==> config.mk <==
export PLATFORM = sky130hd
export DESIGN_NAME = regfile_hilo
export DESIGN_NICKNAME = d
export VERILOG_FILES = /design/src/rtl/regfile_hilo_pkg.sv /design/src/rtl/regfile_hilo_hilo_reg.sv /design/src/rtl/regfile_hilo.sv
export SDC_FILE = /design/constraint.sdc
export NUM_CORES = 2
export LEC_CHECK = 0
export CAP_MARGIN = 20
export CORE_AREA = 2 2 321 323
export DETAILED_ROUTE_END_ITERATION = 7
export DIE_AREA = 0 0 323 325
export PLACE_DENSITY = 0.77
export REMOVE_ABC_BUFFERS = 1
export SLEW_MARGIN = 0
export SYNTH_ARGS = -nofsm -noshare
export SYNTH_HDL_FRONTEND = slang
export SYNTH_SLANG_ARGS = --single-unit
==> constraint.sdc <==
create_clock -name clk -period 97.2 [get_ports clk]
set_input_delay 14.58 -clock clk [delete_from_list [all_inputs] [get_ports clk]]
set_output_delay 14.58 -clock clk [all_outputs]
set_load 0.02 [all_outputs]
==> src/rtl/regfile_hilo_pkg.sv <==
// Shared types and widths for the WB-to-register-file interface.
// Holds the packed layout of wb_to_rf_bus and the datapath widths. The WB
// stage and regfile_hilo both unpack the bus through wb_to_rf_t, so no
// literal bit indices appear in either.
package regfile_hilo_pkg;

  localparam int unsigned DATA_W      = 32;
  localparam int unsigned ADDR_W      = 5;
  localparam int unsigned NUM_REGS    = 32;
  localparam int unsigned WB_TO_RF_WD = 104;

  // Field order is MSB first:
  // lo_we[103] lo_wdata[102:71] hi_we[70] hi_wdata[69:38]
  // rf_we[37] rf_waddr[36:32] rf_wdata[31:0]
  typedef struct packed {
    logic              lo_we;
    logic [DATA_W-1:0] lo_wdata;
    logic              hi_we;
    logic [DATA_W-1:0] hi_wdata;
    logic              rf_we;
    logic [ADDR_W-1:0] rf_waddr;
    logic [DATA_W-1:0] rf_wdata;
  } wb_to_rf_t;

  // Reinterpret the flat bus as its field struct.
  function automatic wb_to_rf_t unpack_wb_to_rf(input logic [WB_TO_RF_WD-1:0] bus);
    return wb_to_rf_t'(bus);
  endfunction

endpackage

==> src/rtl/regfile_hilo_hilo_reg.sv <==
// HI/LO register pair with optional write-through bypass.
// Ports:
//   clk, rst            clock, asynchronous active-high reset
//   hi_we, hi_wdata     HI write enable/data from WB
//   lo_we, lo_wdata     LO write enable/data from WB
//   hi_rdata, lo_rdata  current HI/LO (bus data when BYPASS and enabled)
module hilo_reg
  import regfile_hilo_pkg::*;
#(
  parameter bit BYPASS = 1'b1
) (
  input  logic              clk,
  input  logic              rst,
  input  logic              hi_we,
  input  logic [DATA_W-1:0] hi_wdata,
  input  logic              lo_we,
  input  logic [DATA_W-1:0] lo_wdata,
  output logic [DATA_W-1:0] hi_rdata,
  output logic [DATA_W-1:0] lo_rdata
);

  logic [DATA_W-1:0] hi_q;
  logic [DATA_W-1:0] lo_q;

  // HI and LO update independently; both may write in one cycle.
  always_ff @(posedge clk or posedge rst) begin
    if (rst) begin
      hi_q <= '0;
      lo_q <= '0;
    end else begin
      if (hi_we) hi_q <= hi_wdata;
      if (lo_we) lo_q <= lo_wdata;
    end
  end

  // Same-cycle forwarding of the value being written back.
  assign hi_rdata = (BYPASS && hi_we) ? hi_wdata : hi_q;
  assign lo_rdata = (BYPASS && lo_we) ? lo_wdata : lo_q;

endmodule

==> src/rtl/regfile_hilo.sv <==
// Architectural state at the write end of the WB-to-register-file bus:
// 31 stored GPRs ($0 hardwired to zero) plus the HI/LO pair.
// Ports:
//   clk, rst        clock, asynchronous active-high reset
//   wb_to_rf_bus    write bus from WB (see wb_to_rf_t)
//   raddr1/rdata1   GPR read port 1 (combinational)
//   raddr2/rdata2   GPR read port 2 (combinational)
//   hi_rdata        current HI
//   lo_rdata        current LO
module regfile_hilo
  import regfile_hilo_pkg::*;
#(
  parameter bit BYPASS = 1'b1
) (
  input  logic                   clk,
  input  logic                   rst,
  input  logic [WB_TO_RF_WD-1:0] wb_to_rf_bus,
  input  logic [ADDR_W-1:0]      raddr1,
  output logic [DATA_W-1:0]      rdata1,
  input  logic [ADDR_W-1:0]      raddr2,
  output logic [DATA_W-1:0]      rdata2,
  output logic [DATA_W-1:0]      hi_rdata,
  output logic [DATA_W-1:0]      lo_rdata
);

  wb_to_rf_t wb;
  assign wb = unpack_wb_to_rf(wb_to_rf_bus);

  logic [DATA_W-1:0] gpr_q  [1:NUM_REGS-1];
  logic [DATA_W-1:0] stored [NUM_REGS];
  logic              hit1;
  logic              hit2;

  // GPR array; writes to $0 are dropped.
  always_ff @(posedge clk or posedge rst) begin
    if (rst) begin
      for (int i = 1; i < NUM_REGS; i++) gpr_q[i] <= '0;
    end else if (wb.rf_we && (wb.rf_waddr != '0)) begin
      gpr_q[wb.rf_waddr] <= wb.rf_wdata;
    end
  end

  // Read view with entry 0 tied to zero so address 0 needs no special case.
  always_comb begin
    stored[0] = '0;
    for (int i = 1; i < NUM_REGS; i++) stored[i] = gpr_q[i];
  end

  // Bypass never fires for $0, so a discarded write cannot leak through.
  assign hit1 = BYPASS && wb.rf_we && (wb.rf_waddr == raddr1) && (raddr1 != '0);
  assign hit2 = BYPASS && wb.rf_we && (wb.rf_waddr == raddr2) && (raddr2 != '0);

  assign rdata1 = hit1 ? wb.rf_wdata : stored[raddr1];
  assign rdata2 = hit2 ? wb.rf_wdata : stored[raddr2];

  hilo_reg #(
    .BYPASS (BYPASS)
  ) u_hilo_reg (
    .clk      (clk),
    .rst      (rst),
    .hi_we    (wb.hi_we),
    .hi_wdata (wb.hi_wdata),
    .lo_we    (wb.lo_we),
    .lo_wdata (wb.lo_wdata),
    .hi_rdata (hi_rdata),
    .lo_rdata (lo_rdata)
  );

endmodule

# Word-level counts from Yosys, hierarchy flattened
# Cells that the tools add are included.
[classes]
eq_ne = 2
reduce_logical = 9
bitwise = 3
order_cmp = 4
n_mux = 13
[op_table]
columns = ["operator", "n"]
rows = [
  ["$bwmux 992", 1],
  ["$bmux 32 s5", 2],
  ["$mux 32", 9],
  ["$demux 32 s5", 1],
  ["$ge 6x6->1 const B", 3],
  ["$not 5->6", 3],
  ["$reduce_bool 5->1", 3],
  ["$eq 5x5->1", 2],
  ["$logic_and 1x1->1", 6],
  ["$lt 6x1->1 const B", 1],
]
[word_totals]
input_bits = 116
regBits = 1056

# Depth between registers and ports, before layout
[logic_depth]
depth_word = 6
ltp_mapped = 9
mapped_depth_nobuf = 5

# Modules after synthesis
# Synthesis repeated with hierarchy kept, for this count alone.
[unflattened]
hier_cells = 3880
area_unflattened_um2 = 56087.5
[modules_own_cells]
columns = ["module", "instances", "seq_area_each_um2", "cells_each", "area_each_um2"]
rows = [
  ["regfile_hilo", 1, 24823.8, 3743, 53393.7],
  ["hilo_reg", 1, 1601.5, 137, 2693.8],
]

# Worst setup path before layout
# Ideal clock, no wire load.
[synth_path]
path_kind = "input to output"
from = "input port raddr1[1]"
to = "output port rdata1[10]"
t_arrival_ps = 16412
path_slack_ps = 66208
path_stages = 7
path_buffers = 4
path_cell_list = "buf_2 buf_4 buf_4 clkbuf_1 mux4_2 nor2_1 o41ai_1"
[synth_via]
elab_chain_len = 5
[synth_rtl]
columns = ["element", "line_no", "source"]
rows = [
  ["from (decl)", "regfile_hilo.sv:18", "input logic [ADDR_W-1:0] raddr1,"],
  ["$not 5->6 (not written as such)", "regfile_hilo.sv:53", "assign rdata1 = hit1 ? wb.rf_wdata : stored[raddr1];"],
  ["$bmux 32 s5", "regfile_hilo.sv:53", ""],
  ["$mux 32 (not written as such) (2 in a row)", "regfile_hilo.sv:53", ""],
  ["$mux 32 *", "regfile_hilo.sv:53", ""],
  ["to (decl)", "regfile_hilo.sv:19", "output logic [DATA_W-1:0] rdata1,"],
]
# Mark *: on every way between the ends. The rest lies on a longest branch, timed or not. The select of a mux whose other input is x is not followed.

# Worst setup path after layout
[layout_path]
from = "input port raddr2[0]"
to = "output port rdata2[9]"
[layout_via]
elab_chain_len = 5
[layout_rtl]
columns = ["element", "line_no", "source"]
rows = [
  ["from (decl)", "regfile_hilo.sv:20", "input logic [ADDR_W-1:0] raddr2,"],
  ["$not 5->6 (not written as such)", "regfile_hilo.sv:54", "assign rdata2 = hit2 ? wb.rf_wdata : stored[raddr2];"],
  ["$bmux 32 s5", "regfile_hilo.sv:54", ""],
  ["$mux 32 (not written as such) (2 in a row)", "regfile_hilo.sv:54", ""],
  ["$mux 32 *", "regfile_hilo.sv:54", ""],
  ["to (decl)", "regfile_hilo.sv:21", "output logic [DATA_W-1:0] rdata2,"],
]
# Marks and branches as above.

==> impl_summary.md <==
Clock network
CTS built an H-tree with a depth of 3. The later pin in the worst-skew pair is clocked with a latency of around 0.70 ns. The clock transition at the registers of the reported paths is ~0.06 ns. The maximum buffer depth of the clock tree is 3.

The clock net in this run drives a total of between 1000 and 1500 sinks. The root buffer cell is clkbuf_16. The post-CTS setup buffer count is 0.

The count of instances resized after the clock tree is built is 0. The number of clock buffers added by TritonCTS is between 100 and 150. The number of hold buffers added after CTS is 0.

The clock tree from TritonCTS is built.

Power and ir drop
The switching power is between 0.3 and 0.4 mW. The switching portion of total power is a little over a quarter. The maximum ir drop on the vdd rail is about 0.000014 V. Cell internal power was estimated by the tool at around 0.94 mW. The design draws ~1.3 mW. The static leakage is 26.5 nW. The clock network burns about a third of the power. The sequential group share of total power is between 40% and 50%. The areal power density over the cells is just over 20 nW/µm².

The portion of total power attributed to combinational logic is a little over a fifth.

Worst setup path
The signal on the critical path passes through buf_8 > buf_4 > buf_4 > mux4_2 > o22ai_1 > o21ai_0 > o21ai_0 > o21ai_0 > clkdlybuf4s50_1. The slowest cell on the critical path is buf_4. The top fanout value on the critical path is 56. The critical path required time is roughly 83 ns. The setup path with the least slack is of type in2out. The type of destination of the critical path is an output pin. The most frequent cell on the critical path is o21ai_0. The stage delay of the slowest cell on the critical path is 0.80 ns. The worst setup path is launched from an input port. The endpoint arrival time on the critical path is 18.70 ns.

Drt
After detailed routing, the average wire length per cell comes to slightly above 30 µm. After the first detailed-routing iteration, the DRC count stood at 4124. Dividing the detail-routed via count by the number of cells gives just under 7. The total length of routed wires is ~160 mm. The number of detailed-routing iterations run before antenna repair is 6. The total via count in the routed design is 36809.

The number of nets still failing antenna checks after routing is 0. For this run, design rule violations remaining after detail routing come to 0.

Finish
The commonest non-fill, non-tap cell in the layout is mux2_2. In the layout the commonest cells are mux2_2, dfrtp_1, mux4_2. The fraction of layout cells with a size suffix above 1 is between 40 and 50%. The number of non-filler instances in the completed layout is between 5000 and 6000.

The count of nets after finishing is just under 4000. The layout has 7508 filler cells. The relative area change from synthesis to final layout is 13.3%.

Timing
On the final layout, the worst hold slack is about 0.49 ns. The time the worst path needs with I/O delays and setup is between 30 and 40 ns. The count of endpoints failing setup in the final report is 0. Measured against its own limit, the worst slew margin works out to between 20 and 25%. The total negative slack is 0 ns. The timing-limited maximum frequency is between 0.03 and 0.04 GHz. The maximum clock skew at final layout is 0 ns. The count of final max-slew check failures is 0. The worst setup slack after layout is between 60 and 70 ns. The count of endpoints failing hold in the final timing report is 0. Setup repair after global routing left no endpoint under its margin. The final critical path takes up 34.2% of the cycle. At the pin with the least slew margin, the transition time is 1.15 ns.

Yosys
The number of synthesized flops with an enable pin is 0. Synthesis inferred approximately 1100 register bits. The mean area per synthesized cell is between 10 and 15 µm². Summing the sequential cell areas from Yosys gives approximately 48% of the chip area. The most instantiated flip-flop cell in the synthesis netlist is dfrtp_1. The share of flip-flops with an asynchronous set or reset is 100%. Counting distinct cell types in the post-synthesis netlist gives between 40 and 50. In the synthesized netlist, the number of instances is about 3800.

Yosys printed 0 warnings. In this run the cell area of the synthesized design comes to approximately 55000 µm².

Placed design
Timing analysis after detailed placement gives a worst setup slack of 63.87 ns. The count of placed standard cells including taps is 5104. At the end of routability-driven placement, the weighted congestion stood at around 0.85.

Port buffering added roughly 240 buffers. The final HPWL from detailed placement is 93.2 mm.

GRT
The via count of the first global-routing pass is around 38000. The largest net degree at the start of global routing is slightly below 200. Across every metal layer, demand over resource in global routing totals a little under a third. The global-route wire length before repair is 248 mm. The number of antenna violations at the first check in global routing is 1. Global routing finished with a remaining overflow of 0.

Die
From bottom edge to top edge, the die measures 325 µm. The core region is 101000 µm². The starting density of the core is between 50% and 60%. The number of rows created at floorplan is between 100 and 150. The floorplan die width is between 300 and 400 µm. The die area is ~100000 µm². The top-level I/O count is ~240.

Hold path
In this run the worst hold path is classified as reg2reg.

Status
The flow ran to the end, and the final reports show no timing, DRC or antenna violations.

Flow run
The number of max-capacitance violations reported is 0.
-- registers in the layout (all words and copies together) (netlist names) --
name	count
gpr_q	992
u_hilo_reg.lo_q	32
u_hilo_reg.hi_q	32
-- power by group through the flow --
stage	clock network (mW)	logic [mW]	registers [mW]
floorplan	0	0.192	0.570
global placement	0	0.260	0.582
detailed placement	0	0.266	0.588
CTS	0.440	0.268	0.581
global route	0.458	0.288	0.594
finish	0.436	0.270	0.583
-- cell usage after synthesis, types with 35 or more instances --
library cell	count	share of area, %
mux2_2	1111	23
dfrtp_1	1056	48
mux4_2	418	17
clkbuf_1	208	1.4
buf_2	141	1.3
o21ai_0	124	1.1
nand2_1	103	0.70
a221oi_1	89	1.4
a22o_1	62	0.98
o22ai_1	62	0.70
nor2_1	55	0.37
nor3_1	51	0.46
a22oi_1	49	0.66
mux2i_1	46	0.83
nand3_1	35	0.32
-- final timing paths --
path	from	end	slack, ns	depth (start not counted)
max	raddr2[0]	rdata2[9]	63.92	9
min	u_hilo_reg.hi_q[7]	u_hilo_reg.hi_q[7]	0.49	1
max reg2reg	gpr_q[509]	gpr_q[509]	96.39	1
min reg2reg	u_hilo_reg.hi_q[7]	u_hilo_reg.hi_q[7]	0.49	1
max in group asynchronous	rst	gpr_q[973]	79.57	5
min in group asynchronous	rst	gpr_q[733]	14.40	2
-- kinds of logic (layout without fill, tap and decap cells) --
family	Yosys count	in the layout	synth area share (%)
other	0	2	0
AOI/OAI and AO/OA	456	456	5.77
and+or+nand+nor	292	292	2.41
xor gates and xnor gates	8	8	0.126
muxes	1584	1584	40.6
buffers and inverters	418	546	3.41
DFF	1056	1056	47.7
-- metal layers --
metal | up-vias | global-route usage, % | wire [µm] | part of all wire (%)
met5 | - | 0 | 0 | 0
met4 | 0 | 13.3 | 7520 | 4.6
met3 | 430 | 8.01 | 16500 | 10
met2 | 1980 | 48.7 | 76700 | 47
met1 | 19580 | 43.0 | 63700 | 39
li1 | 14819 | - | - | -
-- area by class of cell --
cell class              instances  area, µm²  area share, %
multi-input cells            2340      27400           43.6
flip-flops and latches       1056      26400           42.1
repair buffers                348       3490           5.56
clock buffers                 161       3310           5.27
well taps                    1368       1710           2.73
clock inverters                32        422          0.672
inverters                       5       26.3         0.0419
diodes                          2       5.00        0.00798
-- per-stage QoR --
step	instance area, µm²	utilization [%]
finish	62700	61.9
global route	62700	61.9
CTS	62400	61.6
detailed placement	58700	57.9
global placement	58700	57.9
floorplan	53500	-
-- worst max-delay path: cells and delay by family --
family,cells,cell delay [ns]
compound gates,4,0.96
buf+inv,4,2.66
mux,1,0.36
Power figures use the tool's default switching activity.
